[src/rtl/bcd_scan_ctrl.sv]
// Scan controller for an NDIG-digit multiplexed 7-segment display.
// Shares one external BCD decoder, double-buffers the value and optionally blanks leading zeros.
module bcd_scan_ctrl #(
   parameter int unsigned NDIG  = 4,
   parameter int unsigned PRESC = 1000
) (
   input  logic              clk,
   input  logic              reset,
   input  logic              load,
   input  logic [4*NDIG-1:0] data,
   input  logic              lzb,
   output logic [3:0]        dec_d,
   input  logic [6:0]        dec_seg,
   output logic [6:0]        seg,
   output logic [NDIG-1:0]   an,
   output logic              frame,
   output logic              pending
);

   localparam int unsigned CntW = (PRESC > 1) ? $clog2(PRESC) : 1;
   localparam int unsigned IdxW = $clog2(NDIG);
   localparam logic [CntW-1:0] CntMax = CntW'(PRESC - 1);
   localparam logic [IdxW-1:0] IdxMax = IdxW'(NDIG - 1);

   logic [CntW-1:0]   cnt_q, cnt_d;
   logic [IdxW-1:0]   idx_q, idx_d;
   logic [4*NDIG-1:0] buf_q, buf_d;
   logic [4*NDIG-1:0] disp_q, disp_d;
   logic              pend_q, pend_d;
   logic [6:0]        seg_q, seg_d;
   logic [NDIG-1:0]   an_q, an_d;
   logic              frame_q;

   logic              tick;
   logic              wrap;
   logic              blank;
   logic [NDIG-1:0]   upper_zero;

   assign tick = (cnt_q == CntMax);
   assign wrap = tick && (idx_q == IdxMax);

   always_comb begin
      cnt_d = tick ? '0 : cnt_q + CntW'(1);
      idx_d = idx_q;
      if (tick) begin
         idx_d = (idx_q == IdxMax) ? '0 : idx_q + IdxW'(1);
      end
   end

   // Double buffer: disp only moves at a frame wrap; a load on that same cycle stays pending.
   always_comb begin
      buf_d  = load ? data : buf_q;
      disp_d = (wrap && pend_q) ? buf_q : disp_q;
      pend_d = pend_q;
      if (load) begin
         pend_d = 1'b1;
      end else if (wrap) begin
         pend_d = 1'b0;
      end
   end

   always_comb begin
      dec_d = '0;
      for (int i = 0; i < int'(NDIG); i++) begin
         if (idx_q == IdxW'(i)) begin
            dec_d = disp_q[4*i +: 4];
         end
      end
   end

   // upper_zero[i]: digits NDIG-1 down to i are all zero.
   always_comb begin
      upper_zero = '0;
      upper_zero[NDIG-1] = (disp_q[4*(NDIG-1) +: 4] == 4'd0);
      for (int i = int'(NDIG) - 2; i >= 0; i--) begin
         upper_zero[i] = upper_zero[i+1] && (disp_q[4*i +: 4] == 4'd0);
      end
   end

   always_comb begin
      blank = lzb && (idx_q != '0) && upper_zero[idx_q];
      an_d  = '1;
      seg_d = '0;
      if (!blank) begin
         seg_d = dec_seg;
         for (int i = 0; i < int'(NDIG); i++) begin
            if (idx_q == IdxW'(i)) begin
               an_d[i] = 1'b0;
            end
         end
      end
   end

   always_ff @(posedge clk) begin
      if (reset) begin
         cnt_q   <= '0;
         idx_q   <= '0;
         buf_q   <= '0;
         disp_q  <= '0;
         pend_q  <= 1'b0;
         seg_q   <= '0;
         an_q    <= '1;
         frame_q <= 1'b0;
      end else begin
         cnt_q   <= cnt_d;
         idx_q   <= idx_d;
         buf_q   <= buf_d;
         disp_q  <= disp_d;
         pend_q  <= pend_d;
         seg_q   <= seg_d;
         an_q    <= an_d;
         frame_q <= wrap;
      end
   end

   assign seg     = seg_q;
   assign an      = an_q;
   assign frame   = frame_q;
   assign pending = pend_q;

endmodule

[config.mk]
export PLATFORM = sky130hd
export DESIGN_NAME = bcd_scan_ctrl
export DESIGN_NICKNAME = d
export VERILOG_FILES = /design/src/rtl/bcd_scan_ctrl.sv
export SDC_FILE = /design/constraint.sdc
export NUM_CORES = 1
export LEC_CHECK = 0
export ABC_AREA = 1
export CAP_MARGIN = 20
export CELL_PAD_IN_SITES_DETAIL_PLACEMENT = 0
export CELL_PAD_IN_SITES_GLOBAL_PLACEMENT = 1
export CORE_MARGIN = 1.5
export CORE_UTILIZATION = 48
export CTS_CLUSTER_SIZE = 16
export DETAILED_ROUTE_END_ITERATION = 8
export DONT_BUFFER_PORTS = 1
export GPL_ROUTABILITY_DRIVEN = 0
export PLACE_DENSITY_LB_ADDON = 0.1
export SETUP_SLACK_MARGIN = 0.2
export SLEW_MARGIN = 20
export SYNTH_ARGS = -nofsm -noshare
export SYNTH_HDL_FRONTEND = slang
export SYNTH_SLANG_ARGS = --single-unit
[constraint.sdc]
create_clock -name clk -period 3.9 [get_ports clk]
set_clock_uncertainty 0.15 [all_clocks]
set_input_delay 0.975 -clock clk [delete_from_list [all_inputs] [get_ports clk]]
set_output_delay 0.975 -clock clk [all_outputs]
set_load 0.005 [all_outputs]
## Word level (Yosys, flattened, before mapping)

Cells that the tools add are included.

- Add/subtract/negate cells: 2
- Order comparisons: 1
- Eq/ne operators: 4
- Mux-type cells: 13
- Reductions and logical operators: 16

Operators with widths:

| cell | count |
|---|---|
| 4-bit logical NOT | 4 |
| 4-bit two-way mux | 4 |
| 10-bit by 1-bit adder with 10-bit output (second input constant) | 1 |
| 10-bit equality test (second input constant) | 1 |
| 1-bit logical AND | 7 |
| 1-bit two-way mux | 7 |
| 2-bit equality test (second input constant) | 2 |
| 2-bit nonzero test | 2 |
| 2-bit OR reduction | 2 |
| 2-bit by 3-bit < comparator with 1-bit output (second input constant) | 1 |
| 2-bit by 1-bit adder with 2-bit output (second input constant) | 1 |
| 1-bit binary-select mux with 2-bit select | 1 |
| 2-bit by 1-bit equality test with 1-bit output (second input constant) | 1 |
| 2-bit logical NOT | 1 |
| 2-bit two-way mux | 1 |

- Bits in registers: 57
- Output and inout port bits: 17

## Logic depth before layout (Yosys ltp)

- Word-level depth: 8
- Depth in mapped cells: 9
- Mapped depth without buffers: 8

## Worst setup path before layout

OpenSTA, ideal clock, no wires.

- Kind: flip-flop to output port
- From: register idx_q[1]
- To: output dec_d[1]
- Arrival: 1109 ps
- Data required time: 2775 ps
- Path slack: 1666 ps
- Stages on the path, launching flop included: 8
- Path buffers: 0
- Cell sequence: dfxtp_1 -> inv_1 -> ha_1 -> inv_1 -> nand3_1 -> o21ai_0 -> nand2_1 -> a22oi_1

- Word-level cells in the longest chain between the ends: 5

Ends and longest elaborated chain:

| element | RTL line | RTL |
|---|---|---|
| start, declared | 26 | `logic [IdxW-1:0] idx_q, idx_d;` |
| start signal, assigned | 106 | `idx_q <= idx_d;` |
| 2-bit logical NOT | 65 | `if (idx_q == IdxW'(i)) begin` |
| 4-bit two-way mux (3 in series) | 65 |  |
| 4-bit two-way mux (*) | 65 |  |
| end, declared | 12 | `output logic [3:0] dec_d,` |

Mark *: on every way between the ends. The rest lies on a longest branch, timed or not.

## Worst setup path in the final report

Ends and elaborated chain as after synthesis.

==> impl_metrics.ini <==
[global_routing]
grt_pass1_wl_um = 7569
grt_antenna_before_repair = 0
grt.overflow.total = 0
grt_start_max_net_pins = 34
groute.usage.overall_pct = 18.84
first_global_vias = 1630

[worst_setup_path]
max_stage_delay_ns = 0.37
crit_path_max_fanout = 8
cell_by_cell_listing_of_the_critical_path = inv_1, ha_1, inv_1, nand3_1, o21ai_0, nand2_1, a22oi_1
endpoint_kind = primary output
timing.critical_path.mode_cell = sky130_fd_sc_hd__inv_1
worst-path-buf-inv = 2
startpoint_type = flip-flop
arrival_ns = 1.63
worst_path_max_delay_cell = sky130_fd_sc_hd__dfxtp_1
worstSetupPathType = reg2out
crit_required_ns = 2.77
cpLargestDelayFamily = flip-flops

[die]
io_pins = 44
design.die.area_um2 = 5368
die_y_um = 73.27
area_of_the_placeable_core_um2 = 4755
initial_core_util_pct = 49.84
die_w_um = 73.27
rows = 25

[power]
leakagePower_nw = 1.050
total_power_mw = 1.142
ir_worst_vdd_mv = 0.2694
power_density_nw_per_um2 = 442.8

[synth]
syn-mean-instance-area_um2 = 7.452
post_synth_and_or_nand_nor_area_fraction_pct = 26.72
postSynthCellCount = 318
nets_in_the_synthesized_netlist = 350
synth_top_family_by_area = simple AND/OR/NAND/NOR gates
synth_compound_area_share_pct = 11.83
synth_seq_area_share_pct = 48.15
synth_xor_area_share_pct = 1.478
ys_warn_count = 0
multiplexer_share_of_the_synthesized_area_pct = 0
synth_register_bits = 57
synth_fa_ha_area_share_pct = 2.640
mappedNetlistArea_um2 = 2370
synth_cell_type_count = 27

[job]
cap_viol_max_count = 0

[sta]
worstMarginPinSlew_ns = 0.8190
totalNegativeSetupSlack_ns = 0
final_hold_violation_count = 0
slew_viol_final = 0
max_clock_freq_ghz = 0.3636
timing.final.setup_violations = 0
holdWs_ns = 0.2961
worst_slew_margin_rel_pct = 45.34
rsz0062_at_grt = false
period_share_pct = 70.52
period_needed_ns = 2.750

[route]
detail-route-antenna-nets = 0
detail_route.vias_per_cell = 4.821
dr.first_iter.drc_count = 45
routed_wirelength_um = 4534
route.detailed.wl_per_inst_um = 11.63
detailedRoute.firstPassIterationCount = 4
drc_violation_count_after_routing = 0
detailroute.via_count = 1880

[clocking]
clock_latency_ns = 0.33
cts_num_sinks = 57
cts_buf_count = 9
cts.root.buffer_cell = sky130_fd_sc_hd__clkbuf_8
cts_hold_repair.buffers = 0
tritoncts = yes
cts_setup_buffers = 0
post_cts_resized = 0
clock_tree.htree_level_count = 3
clock_path_buffers = 2
clkTransAtPathRegs_ns = 0.06

[cells_and_area]
nets = 350
syn2layout_area_growth_pct = 8.817
finish.utilization_pct = 54.24
post-route-cell-area_um2 = 2579
antenna_diode_count = 0
drive_gt1_share_pct = 7.121
layout_commonest_cell = sky130_fd_sc_hd__nor2_1
ff_latch_area_um2 = 1141
final_cell_mix = 63 x sky130_fd_sc_hd__nor2_1, 57 x sky130_fd_sc_hd__dfxtp_1, 42 x sky130_fd_sc_hd__inv_1
num-fill-cells = 497
multi_input_comb_area_um2 = 1011

[placed_design]
place_area_um2 = 2405
dpl.hpwl_um = 3239
port_buffers = 0

[hold_path]
min-delay-path-class = reg2reg

[outcome]
run_status = completed
[kinds of logic after synthesis]
group	Yosys count
adders and majority gates	5
and+or+nand+nor	143
AOI/OAI and AO/OA	54
xor gates and xnor gates	4
buffers and inverters	55
DFF	57
[synthesized netlist by cell type]
cell	count	area, um^2
sky130_fd_sc_hd__nand3_1	26	130.1
sky130_fd_sc_hd__nand2_2	2	12.51
sky130_fd_sc_hd__dfxtp_1	57	1141
sky130_fd_sc_hd__nor2_1	63	236.5
sky130_fd_sc_hd__nand3_4	1	17.52
sky130_fd_sc_hd__or2_0	1	6.260
sky130_fd_sc_hd__nor2_2	1	6.260
sky130_fd_sc_hd__nor3b_1	2	15.01
sky130_fd_sc_hd__ha_1	5	62.56
sky130_fd_sc_hd__nor2_4	2	22.52
sky130_fd_sc_hd__buf_1	2	7.510
sky130_fd_sc_hd__nand2_1	41	153.9
sky130_fd_sc_hd__inv_1	42	157.7
sky130_fd_sc_hd__o211ai_1	1	7.510
sky130_fd_sc_hd__xor2_1	3	26.28
sky130_fd_sc_hd__inv_2	1	3.750
sky130_fd_sc_hd__xnor2_1	1	8.760
sky130_fd_sc_hd__clkbuf_1	6	22.52
sky130_fd_sc_hd__a21boi_0	1	7.510
sky130_fd_sc_hd__o21ai_0	23	115.1
sky130_fd_sc_hd__nand4_1	1	6.260
sky130_fd_sc_hd__nor3_4	1	16.27
sky130_fd_sc_hd__a21oi_1	27	135.1
sky130_fd_sc_hd__buf_2	3	15.01
sky130_fd_sc_hd__buf_6	1	11.26
sky130_fd_sc_hd__a22oi_1	2	15.01
sky130_fd_sc_hd__nor3_1	2	10.01
[worst register-to-register path: stages (launching register included)]
cell and delay [ns]:
sky130_fd_sc_hd__dfxtp_1 0.76, sky130_fd_sc_hd__inv_1 0.17, sky130_fd_sc_hd__nor3_4 0.56, sky130_fd_sc_hd__nor2_1 0.09
sky130_fd_sc_hd__nor2_1 0.11
[through the flow]
step           std cells  worst slack [ns]
2_1_floorplan        318             1.666
3_3_place_gp         374             1.550
3_5_place_dp         374             1.517
4_1_cts              390             1.143
5_1_grt              390            0.9583
6_report             390             1.150
[metal layers]
| metal | wire [um] | track usage (%) | vias to the layer above | share of wire, % |
|---|---|---|---|---|
| met5 | 0 | 0 | - | 0 |
| met3 | 196 | 5.350 | 9 | 4.3 |
| met4 | 104 | 12.58 | 0 | 2.3 |
| met2 | 1907 | 25.76 | 37 | 42 |
| li1 | - | - | 1008 | - |
| met1 | 2325 | 25.63 | 826 | 51 |
[power by group]
part           switching, mW  internal [mW]
Clock                  0.222          0.262
Combinational         0.0305         0.0146
Sequential            0.0107          0.602
Total                  0.264          0.878
[sequential cells by signal, summed over array words and instances, names as in the netlist]
name     flops
seg          7
idx_q        2
disp_q      16
pending      1
frame        1
buf_q       16
cnt_q       10
an           4
[path summary, 6_finish.rpt]
path | start | to | slack (ns) | cells after the start
setup / recovery | idx_q[1]$_SDFFE_PP0N_ | dec_d[1] | 1.15 | 7
setup reg to reg | pending$_SDFFE_PP0P_ | disp_q[1]$_SDFFE_PP0P_ | 2.00 | 4
hold / removal | cnt_q[0]$_SDFF_PP0_ | cnt_q[0]$_SDFF_PP0_ | 0.30 | 1
hold reg to reg | cnt_q[0]$_SDFF_PP0_ | cnt_q[0]$_SDFF_PP0_ | 0.30 | 1
[cell type report]
cell class | count | share of cell area (%)
well taps | 67 | 3.251
clock buffers | 13 | 6.162
clock inverters | 3 | 0.5822
inverters | 43 | 6.259
repair buffers | 1 | 0.2911
flip-flops and latches | 57 | 44.25
multi-input cells | 206 | 39.20
Power figures use the tool's default switching activity.
==> RTL change: new RTL, same flow settings <==
Add an input register stage for `load`, `data`, `lzb` and `dec_seg`, without a reset; this delays them by one clock. Comments in the files are not updated.
--- a/src/rtl/bcd_scan_ctrl.sv
+++ b/src/rtl/bcd_scan_ctrl.sv
@@ -22,4 +22,16 @@
    localparam logic [CntW-1:0] CntMax = CntW'(PRESC - 1);
    localparam logic [IdxW-1:0] IdxMax = IdxW'(NDIG - 1);
+
+   logic load_q;
+   logic [4*NDIG-1:0] data_q;
+   logic lzb_q;
+   logic [6:0] dec_seg_q;
+
+   always_ff @(posedge clk) begin
+      load_q    <= load;
+      data_q    <= data;
+      lzb_q     <= lzb;
+      dec_seg_q <= dec_seg;
+   end
 
    logic [CntW-1:0]   cnt_q, cnt_d;
@@ -50,8 +62,8 @@
    // Double buffer: disp only moves at a frame wrap; a load on that same cycle stays pending.
    always_comb begin
-      buf_d  = load ? data : buf_q;
+      buf_d  = load_q ? data_q : buf_q;
       disp_d = (wrap && pend_q) ? buf_q : disp_q;
       pend_d = pend_q;
-      if (load) begin
+      if (load_q) begin
          pend_d = 1'b1;
       end else if (wrap) begin
@@ -79,9 +91,9 @@
 
    always_comb begin
-      blank = lzb && (idx_q != '0) && upper_zero[idx_q];
+      blank = lzb_q && (idx_q != '0) && upper_zero[idx_q];
       an_d  = '1;
       seg_d = '0;
       if (!blank) begin
-         seg_d = dec_seg;
+         seg_d = dec_seg_q;
          for (int i = 0; i < int'(NDIG); i++) begin
             if (idx_q == IdxW'(i)) begin
Formal check against the unedited RTL: not equivalent (Yosys sat finds a counterexample within 4 cycles, from zero or initial values and one cycle with reset high).
==> RTL change against the unedited design <==
Synthesized cell count rose by 8.2%; cell area rose by 21%; utilization fell by 0.88 points; total power rose by 35%; worst setup slack got worse by 0.064 ns; sequential cell count rose by 25; synthesized area rose by 21%; wire length rose by 7.4%; combinational power fell by 2%; die area rose by 20%; critical path type unchanged; largest cell class unchanged; highest routed layer unchanged.
==> RTL change: results (changes against the unedited design) <==
==============================================================================
Run status                                                        finished, final reports clean
Number of standard cells after synthesis                                   344   +8.2%
Worst VDD drop                                                        302.1 µV   +12%
Register area share after synthesis                                     57.12%   +9.0 points
Most frequently used cell type in the post-synthesis netlist      sky130_fd_sc_hd__dfxtp_1
Arr. time, crit path                                                   1.69 ns   +0.06 ns
Pre-CTS setup slack                                                   1.502 ns   -0.01504 ns
Post-synth cell types                                                       28   +3.7%
WL per Instance                                                       11.49 µm   -1.2%
Cells after DPL                                                            408   +9.1%
Largest registers                                                 buf_q x16, data_q x16, disp_q x16
Transition time of the tightest slew-check pin                       0.8098 ns   -0.009154 ns
Largest fanout on the critical path                                          8   unchanged
Overall Global Routing Usage                                            17.03%   -1.8 points
Static leakage                                                        1.251 nW   +19%
Global-route wire length before repair                                8.321 mm   +9.9%
Synth area leaders                                                sky130_fd_sc_hd__dfxtp_1 57%, sky130_fd_sc_hd__nor2_1 7.8%, sky130_fd_sc_hd__inv_1 5.6%, sky130_fd_sc_hd__nand2_1 5.4%, sky130_fd_sc_hd__a21oi_1 5.2%
Filler Cells Inserted                                                      553   +11%
Post-DP HPWL                                                          3.330 mm   +2.8%
Crit-path max cell delay                                               0.39 ns   +0.02 ns
Clock latency reported for the late side of the worst-skew pair        0.35 ns   +0.02 ns
Clock buffers created by TritonCTS                                           9   unchanged
Wire length reported by the detailed router                           4.871 mm   +7.4%
List of most frequent post-synthesis cells                        82 x sky130_fd_sc_hd__dfxtp_1, 60 x sky130_fd_sc_hd__nor2_1, 43 x sky130_fd_sc_hd__inv_1, 41 x sky130_fd_sc_hd__nand2_1, 30 x sky130_fd_sc_hd__a21oi_1
Post-CTS sizing                                                              0   unchanged
Net count after synthesis                                                  376   +7.4%
==============================================================================
## RTL change: kinds of logic (layout without fill, tap and decap cells)
logic type               Yosys count  count (layout)  share of synthesized area (%)
adder cells (fa/ha/maj)            5               5                          2.177
flip-flops                        82              82                          57.12
buffers and inverters             56              61                          7.749
XOR/XNOR                           3               3                         0.9144
AO/OA/AOI/OAI                     58              58                          10.45
AND/OR/NAND/NOR                  140             140                          21.59
## RTL change: layout make-up
class	count	area, µm²	share of cell area, %
clock buffer	11	141.4	4.529
clock inverter	5	62.56	2.004
inverter	44	165.2	5.291
multi-input combinational	206	1010	32.34
sequential	82	1642	52.59
tap	75	93.84	3.006
timing repair buffer	1	7.507	0.2405
## RTL change: layer usage
layer	GRT usage (%)	share of wire (%)	vias up	wire, µm
met5	0	0	-	0
met4	8.276	2.1	0	104
met3	5.795	4.8	11	236
met2	27.31	45	45	2179
met1	20.28	48	874	2351
li1	-	-	1086	-
## RTL change: report_power, final
part / total, mW / internal (mW) / switching (mW)
Sequential: 0.883 / 0.869 / 0.0136
Clock: 0.611 / 0.317 / 0.295
Combinational: 0.0444 / 0.0145 / 0.0299
## RTL change: worst paths after layout
path | cells past startpoint | endpoint | startpoint | slack (ns)
worst max-delay path | 7 | dec_d[1] | idx_q[1] | 1.09
worst min register to register | 2 | seg[2] | dec_seg_q[2] | 0.26
worst min-delay path | 2 | seg[2] | dec_seg_q[2] | 0.26
worst max register to register | 5 | disp_q[4] | idx_q[0] | 1.98
